===== src/rtl/rr_flag_ctrl_bridge_if.sv =====
// Control/status bundle between the crossbar fan-in tree and its round-robin
// priority controller.
interface rr_flag_ctrl_bridge_if #(
  parameter int LOG_MASTER = 3,
  parameter int STALL_W    = 8
);
  logic                  en_i;
  logic                  req_root_i;
  logic                  gnt_root_i;
  logic                  lock_i;
  logic                  flag_load_i;
  logic [LOG_MASTER-1:0] flag_val_i;
  logic [LOG_MASTER-1:0] RR_FLAG_o;
  logic [STALL_W-1:0]    stall_cnt_o;
  logic                  stall_o;

  // Crossbar side: drives request/grant/control, observes flags and watchdog.
  modport master (
    output en_i, req_root_i, gnt_root_i, lock_i, flag_load_i, flag_val_i,
    input  RR_FLAG_o, stall_cnt_o, stall_o
  );

  // Controller side.
  modport slave (
    input  en_i, req_root_i, gnt_root_i, lock_i, flag_load_i, flag_val_i,
    output RR_FLAG_o, stall_cnt_o, stall_o
  );
endinterface


===== src/rtl/rr_flag_ctrl_bridge.sv =====
// Round-robin priority pointer for the fan-in tree of the L2/TCDM bridge,
// with software reload, lock, and a starvation watchdog on the root request.
module rr_flag_ctrl_bridge #(
  parameter int N_MASTER   = 8,
  parameter int LOG_MASTER = $clog2(N_MASTER),
  parameter int MODE       = 0,
  parameter int STALL_W    = 8,
  parameter int STALL_MAX  = 64
) (
  input logic                 clk,
  input logic                 rst,
  rr_flag_ctrl_bridge_if.slave ctrl
);

  localparam logic [LOG_MASTER-1:0] PTR_LAST  = LOG_MASTER'(N_MASTER - 1);
  localparam logic [STALL_W-1:0]    SC_SAT    = '1;
  localparam logic [STALL_W-1:0]    STALL_THR = STALL_W'(STALL_MAX);

  logic                  hs;
  logic                  adv;
  logic [LOG_MASTER-1:0] ptr_q, ptr_d;
  logic [STALL_W-1:0]    sc_q, sc_d;
  logic                  stall_q, stall_d;

  always_comb begin
    hs = ctrl.req_root_i & ctrl.gnt_root_i;
    // Time-slice mode rotates while the root is requesting, granted or not.
    if (MODE == 1) adv = ctrl.en_i & ~ctrl.lock_i & ctrl.req_root_i;
    else           adv = ctrl.en_i & ~ctrl.lock_i & hs;
  end

  // Load wins over advance and lock; an accompanying handshake is dropped.
  always_comb begin
    ptr_d = ptr_q;
    if (ctrl.flag_load_i) begin
      ptr_d = ctrl.flag_val_i;
    end else if (adv) begin
      ptr_d = (ptr_q == PTR_LAST) ? '0 : ptr_q + LOG_MASTER'(1);
    end
  end

  // Alarm is judged on the updated count so it rises with the count itself.
  always_comb begin
    sc_d = sc_q;
    if (!ctrl.req_root_i || hs) begin
      sc_d = '0;
    end else if (sc_q != SC_SAT) begin
      sc_d = sc_q + STALL_W'(1);
    end
    stall_d = (sc_d >= STALL_THR);
  end

  always_ff @(posedge clk or posedge rst) begin
    if (rst) begin
      ptr_q   <= '0;
      sc_q    <= '0;
      stall_q <= 1'b0;
    end else begin
      ptr_q   <= ptr_d;
      sc_q    <= sc_d;
      stall_q <= stall_d;
    end
  end

  assign ctrl.RR_FLAG_o   = ptr_q;
  assign ctrl.stall_cnt_o = sc_q;
  assign ctrl.stall_o     = stall_q;

endmodule


===== src/flat_wrapper.sv =====
// flat-port wrapper written by rule: the top's interface ports become plain ports
module rr_flag_ctrl_bridge_flat 
#(
  parameter int N_MASTER   = 8,
  parameter int LOG_MASTER = $clog2(N_MASTER),
  parameter int MODE       = 0,
  parameter int STALL_W    = 8,
  parameter int STALL_MAX  = 64
)
  (clk, rst, ctrl_en_i, ctrl_req_root_i, ctrl_gnt_root_i, ctrl_lock_i, ctrl_flag_load_i, ctrl_flag_val_i, ctrl_RR_FLAG_o, ctrl_stall_cnt_o, ctrl_stall_o);
  rr_flag_ctrl_bridge_if #(.LOG_MASTER(LOG_MASTER), .STALL_W(STALL_W)) ctrl_i ();
  input logic clk;
  input logic rst;
  input wire logic [$bits(ctrl_i.en_i)-1:0] ctrl_en_i;
  input wire logic [$bits(ctrl_i.req_root_i)-1:0] ctrl_req_root_i;
  input wire logic [$bits(ctrl_i.gnt_root_i)-1:0] ctrl_gnt_root_i;
  input wire logic [$bits(ctrl_i.lock_i)-1:0] ctrl_lock_i;
  input wire logic [$bits(ctrl_i.flag_load_i)-1:0] ctrl_flag_load_i;
  input wire logic [$bits(ctrl_i.flag_val_i)-1:0] ctrl_flag_val_i;
  output wire logic [$bits(ctrl_i.RR_FLAG_o)-1:0] ctrl_RR_FLAG_o;
  output wire logic [$bits(ctrl_i.stall_cnt_o)-1:0] ctrl_stall_cnt_o;
  output wire logic [$bits(ctrl_i.stall_o)-1:0] ctrl_stall_o;
  assign ctrl_i.en_i = ctrl_en_i;
  assign ctrl_i.req_root_i = ctrl_req_root_i;
  assign ctrl_i.gnt_root_i = ctrl_gnt_root_i;
  assign ctrl_i.lock_i = ctrl_lock_i;
  assign ctrl_i.flag_load_i = ctrl_flag_load_i;
  assign ctrl_i.flag_val_i = ctrl_flag_val_i;
  assign ctrl_RR_FLAG_o = ctrl_i.RR_FLAG_o;
  assign ctrl_stall_cnt_o = ctrl_i.stall_cnt_o;
  assign ctrl_stall_o = ctrl_i.stall_o;
  rr_flag_ctrl_bridge #(.N_MASTER(N_MASTER), .LOG_MASTER(LOG_MASTER), .MODE(MODE), .STALL_W(STALL_W), .STALL_MAX(STALL_MAX)) u_core (.clk(clk), .rst(rst), .ctrl(ctrl_i));
endmodule

===== config.mk =====
export PLATFORM = sky130hd
export DESIGN_NAME = rr_flag_ctrl_bridge_flat
export DESIGN_NICKNAME = d
export VERILOG_FILES = /design/src/rtl/rr_flag_ctrl_bridge_if.sv /design/src/rtl/rr_flag_ctrl_bridge.sv /design/src/flat_wrapper.sv
export SDC_FILE = /design/constraint.sdc
export NUM_CORES = 1
export LEC_CHECK = 0
export ABC_CLOCK_PERIOD_IN_PS = 2100
export BUFFER_PORTS_ARGS = -buffer_cell sky130_fd_sc_hd__buf_2
export CAP_MARGIN = 10
export CORE_AREA = 2 2 39 41
export CTS_CLUSTER_SIZE = 30
export DETAILED_ROUTE_END_ITERATION = 6
export DIE_AREA = 0 0 41 43
export PLACE_DENSITY_LB_ADDON = 0.2
export SETUP_SLACK_MARGIN = 0.2
export SYNTH_ARGS = -nofsm -noshare
export SYNTH_HDL_FRONTEND = slang
export SYNTH_SLANG_ARGS = --single-unit

===== constraint.sdc =====
create_clock -name clk -period 2.1 [get_ports clk]
set_input_delay 0.63 -clock clk [delete_from_list [all_inputs] [get_ports clk]]
set_output_delay 0.63 -clock clk [all_outputs]
set_load 0.03 [all_outputs]

# Yosys cells after proc, flatten, opt, wreduce, memory -nomap -nowiden
# Cells that the tools add are included.
# word_totals
regBits,12
input_bits,10
out_inout_bits,12
elab_cells,20
# op_classes
n_addsub,2
n_lt_le_gt_ge,1
eq_ne,2
n_mux,5
bitwise,4
n_reduce_logical,3
# op_table
cell,n
2-to-1 mux 8 bit,2
2-to-1 mux 3 bit,3
adder 8 x 1 -> 8 bit (second input constant),1
greater-or-equal comparator 8 x 7 -> 1 bit (second input constant),1
inequality test 8 bit (second input constant),1
adder 3 x 1 -> 3 bit (second input constant),1
AND 1 bit,3
== test 3 bit (second input constant),1
nonzero test 2 bit,1
zero test 1 bit,1
logical OR 1 bit,1
NOT 1 bit,1

# Logic depth before layout (Yosys ltp)
# logic_depth
word_depth,5
depth_mapped,4
mapped_depth_nobuf,4

# Least setup slack after synthesis
# OpenSTA, ideal clock, no wires.
# synth_timing
kind,reg-to-reg
start,"register u_core.ptr_q[0], in the netlist u_core.ctrl.RR_FLAG_o[0]"
end,"register u_core.ptr_q[2], in the netlist u_core.ctrl.RR_FLAG_o[2]"
setup_ns,0.128
arrival_ns,1.522
t_required_ns,1.972
path_slack_ns,0.450
path_stages_with_launch,5
n_path_buf,0
period_less_slack_ns,1.650
path_cell_list,dfrtp_1 -> ha_1 -> ha_1 -> mux2_1 -> mux2_1
# synth_between
elab_chain_len,4
word_cells_on_any_way,5
classes_between,add/sub (1); eq/ne (1); mux (3)
# synth_lines
element,line_no,rtl
from (decl),rr_flag_ctrl_bridge.sv:21,"logic [LOG_MASTER-1:0] ptr_q, ptr_d;"
from (signal assigned),rr_flag_ctrl_bridge.sv:59,ptr_q <= ptr_d;
adder 3 x 1 -> 3 bit or == test 3 bit (tied branches),rr_flag_ctrl_bridge.sv:38,ptr_d = (ptr_q == PTR_LAST) ? '0 : ptr_q + LOG_MASTER'(1);
2-to-1 mux 3 bit (*),rr_flag_ctrl_bridge.sv:38,
2-to-1 mux 3 bit (*),rr_flag_ctrl_bridge.sv:37,end else if (adv) begin
2-to-1 mux 3 bit (*),rr_flag_ctrl_bridge.sv:35,if (ctrl.flag_load_i) begin
# Every way passes the cells marked *; elsewhere a longest branch is shown, timed or not. The select of a mux whose other input is x is not followed.
# A chain may end at the register's enable or synchronous reset.

# Worst setup path after layout
# layout_timing
start,"register u_core.sc_q[2], in the netlist u_core.ctrl.stall_cnt_o[2]"
end,output ctrl_stall_cnt_o[2]
# layout_lines
element,line_no,rtl
from (decl),rr_flag_ctrl_bridge.sv:22,"logic [STALL_W-1:0] sc_q, sc_d;"
from (signal assigned),rr_flag_ctrl_bridge.sv:56,sc_q <= '0;
from (signal assigned),rr_flag_ctrl_bridge.sv:60,sc_q <= sc_d;
to (decl),flat_wrapper.sv:21,output wire logic [$bits(ctrl_i.stall_cnt_o)-1:0] ctrl_stall_cnt_o;
# No word-level cell between the ends.

==> metrics <==
CTS Buf Count 3; Setup Skew approximately 0.0018 ns; CP Launch Type register; Post-synth EDFFs 0; CTS max path bufs 2; Final Hold Fails 0; hpwl dp 1140 um; Vias 571; min cycle time layout between 1.5 and 2 ns; WL final 1420 um; routability cong. 0.814; share of layout cells above drive strength 1 between 30% and 40%; num ports 22; CP Max Fanout 8; drt pass-1 iters 4; first-pass GRT wire length 2540 um; R2R setup slack ~0.52 ns; n_diodes 0; Overall Global Routing Usage approximately 22%; input/output buffers 21; post-DR vias/cell 5.60; Yosys top cell area share a little under half; synthesized flop and latch total 12; antenna violations before repair 0; worst skew pair latency roughly 0.27 ns; DP Cell Count 98; Slew @ Worst Pin 0.460 ns; CTS resizes 0; Synth Warn # 0; Post-CTS Setup Bufs 0; DIE HEIGHT 43 um; sequential-to-total area share from yosys stat 45.8%; top-count cell post-synth dfrtp_1; Final Cycle Share 76.7%; Iter 0 DRT Violations 9; CP Capture Type output pin; Mean Syn Cell Area approximately 11 um^2; Root Buffer clkbuf_4; Slew Viols, Final 0; CP delay by family, top flip-flops; CP Buf/Inv Count 1; Cell Area, Placed between 700 and 800 um^2; outcome finished clean; Slowest cell on crit path dfrtp_1; post-synthesis instance total 61; Relative slew margins roughly 70%; clock sink total 12; setup tns final 0 ns; area growth from synthesis to layout 24.6%; vias in the first global route approximately 570; worst min-delay path class input pin to asynchronous set/reset pin; per-cell routed wire length ~14 um; crit path kind register to output pin; max incr delay on CP 0.47 ns; initial core utilization 47.4%; mapped cell area 656 um^2; worst flop-to-flop path endpoint u_core.ctrl.RR_FLAG_o[2]$_DFFE_PP0P_; f_max 0.621 GHz; worst reg-to-reg path cell count 4; Post-Place Worst Slack 0.470 ns; Peak VDD IR 0.370 mV; FILL cells 130; Die Wd 41 um; Pwr per Cell Area 683 nW/um^2; worst r2r src u_core.ctrl.RR_FLAG_o[0]$_DFFE_PP0P_; RSZ-0062 raised after global routing no; Core Util, Final 59.0%; hold buffer count at CTS 0; Std-Cell Rows 14; Synth async-reset ratio 100%; Die ar. 1760 um^2; Setup-failing EPs final 0; Main synth FF type dfrtp_1; Congestion Overflow GR 0; Worst-path clk slew 0.08 ns; fin nets 100; Post-DRT Antenna Nets 0; syn nets 74; Leak 0.388 nW; CTS tree yes; core area 1380 um^2; MaxCap Viol Count 0; synth unique cells 27; drt drc 0; largest net degree at the start of global routing 13; CP Data Arrival Time 0.98 ns; final std cell area, no fill around 800 um^2; cell accounting for the most synthesized area dfrtp_1; Area contributors post-synth dfrtp_1 (46%), mux2_1 (6.9%), ha_1 (5.7%), nor3_1 (3.8%), mux2i_1 (3.1%); CP required 1.47 ns; CP Cell Sequence buf_2; setup ws final roughly 0.49 ns; Synth top cells by count dfrtp_1 (12), nor3_1 (5), mux2_1 (4), nand2_1 (4); CTS H-tree depth 1; Non-Filler Instances 102
stage by stage:
stage | hold WS, ns | power, mW
after floorplan | 0.495 | 0.340
after global placement | 0.505 | 0.376
after detailed placement | 0.527 | 0.382
after CTS | 0.367 | 0.567
after global routing | 0.404 | 0.595
final | 0.348 | 0.558
routing by layer:
layer	routed length [um]	vias up	track usage, %	part of all wire, %
li1	-	290	-	-
met1	635	265	28.4	45
met2	706	11	32.8	50
met3	45	5	4.71	3.2
met4	30	0	12.0	2.1
met5	0	-	0	0
worst max-delay path by stage:
stage	from	slack, ns	endpoint	depth (start not counted)
after global placement	ctrl_req_root_i	0.50	u_core.ctrl.RR_FLAG_o[2]$_DFFE_PP0P_	4
final	u_core.ctrl.stall_cnt_o[2]$_DFF_PP0_	0.49	ctrl_stall_cnt_o[2]	1
after detailed placement	ctrl_req_root_i	0.47	u_core.ctrl.RR_FLAG_o[1]$_DFFE_PP0P_	4
after CTS	u_core.ctrl.stall_cnt_o[2]$_DFF_PP0_	0.49	ctrl_stall_cnt_o[2]	1
after floorplan	u_core.ctrl.RR_FLAG_o[0]$_DFFE_PP0P_	0.45	u_core.ctrl.RR_FLAG_o[2]$_DFFE_PP0P_	4
after global routing	u_core.ctrl.stall_cnt_o[0]$_DFF_PP0_	0.40	u_core.ctrl.stall_o$_DFF_PP0_	4
flip-flops by register name (all words and copies together), names as in the netlist:
register and flops:
u_core.ctrl.stall_cnt_o 8, u_core.ctrl.RR_FLAG_o 3, u_core.ctrl.stall_o 1
final cells by class:
cell class              count  area [um^2]  area share (%)
multi-input cells          46          344            42.1
flip-flops and latches     12          300            36.8
repair buffers             21          105            12.9
clock buffers               4         36.3            4.44
well taps                  16         20.0            2.45
inverters                   3         11.3            1.38
cell usage in the layout (no fill, tap or decap), types with 2 or more instances in the layout:
cell type / Yosys / layout
buf_2: 0 / 21
dfrtp_1: 12 / 12
nor3_1: 5 / 5
mux2_1: 4 / 4
nand2_1: 4 / 4
inv_1: 3 / 3
o21ai_0: 3 / 3
a31oi_1: 3 / 3
ha_1: 3 / 3
clkbuf_4: 0 / 3
nor2b_1: 2 / 2
nand2b_1: 2 / 2
a21oi_1: 2 / 2
nand3_1: 2 / 2
mux2i_1: 2 / 2
power breakdown:
part           internal [mW]  switching, mW  total [mW]
Combinational         0.0427         0.0680       0.111
Clock                  0.105         0.0799       0.185
Sequential             0.248         0.0147       0.262
cell families after synthesis:
group	synth area share, %
and+or+nand+nor	20.0
AOI/OAI and AO/OA	16.8
DFF	45.8
muxes	9.92
buffers and inverters	1.72
adders and majority gates	5.73
Power figures use the tool's default switching activity.
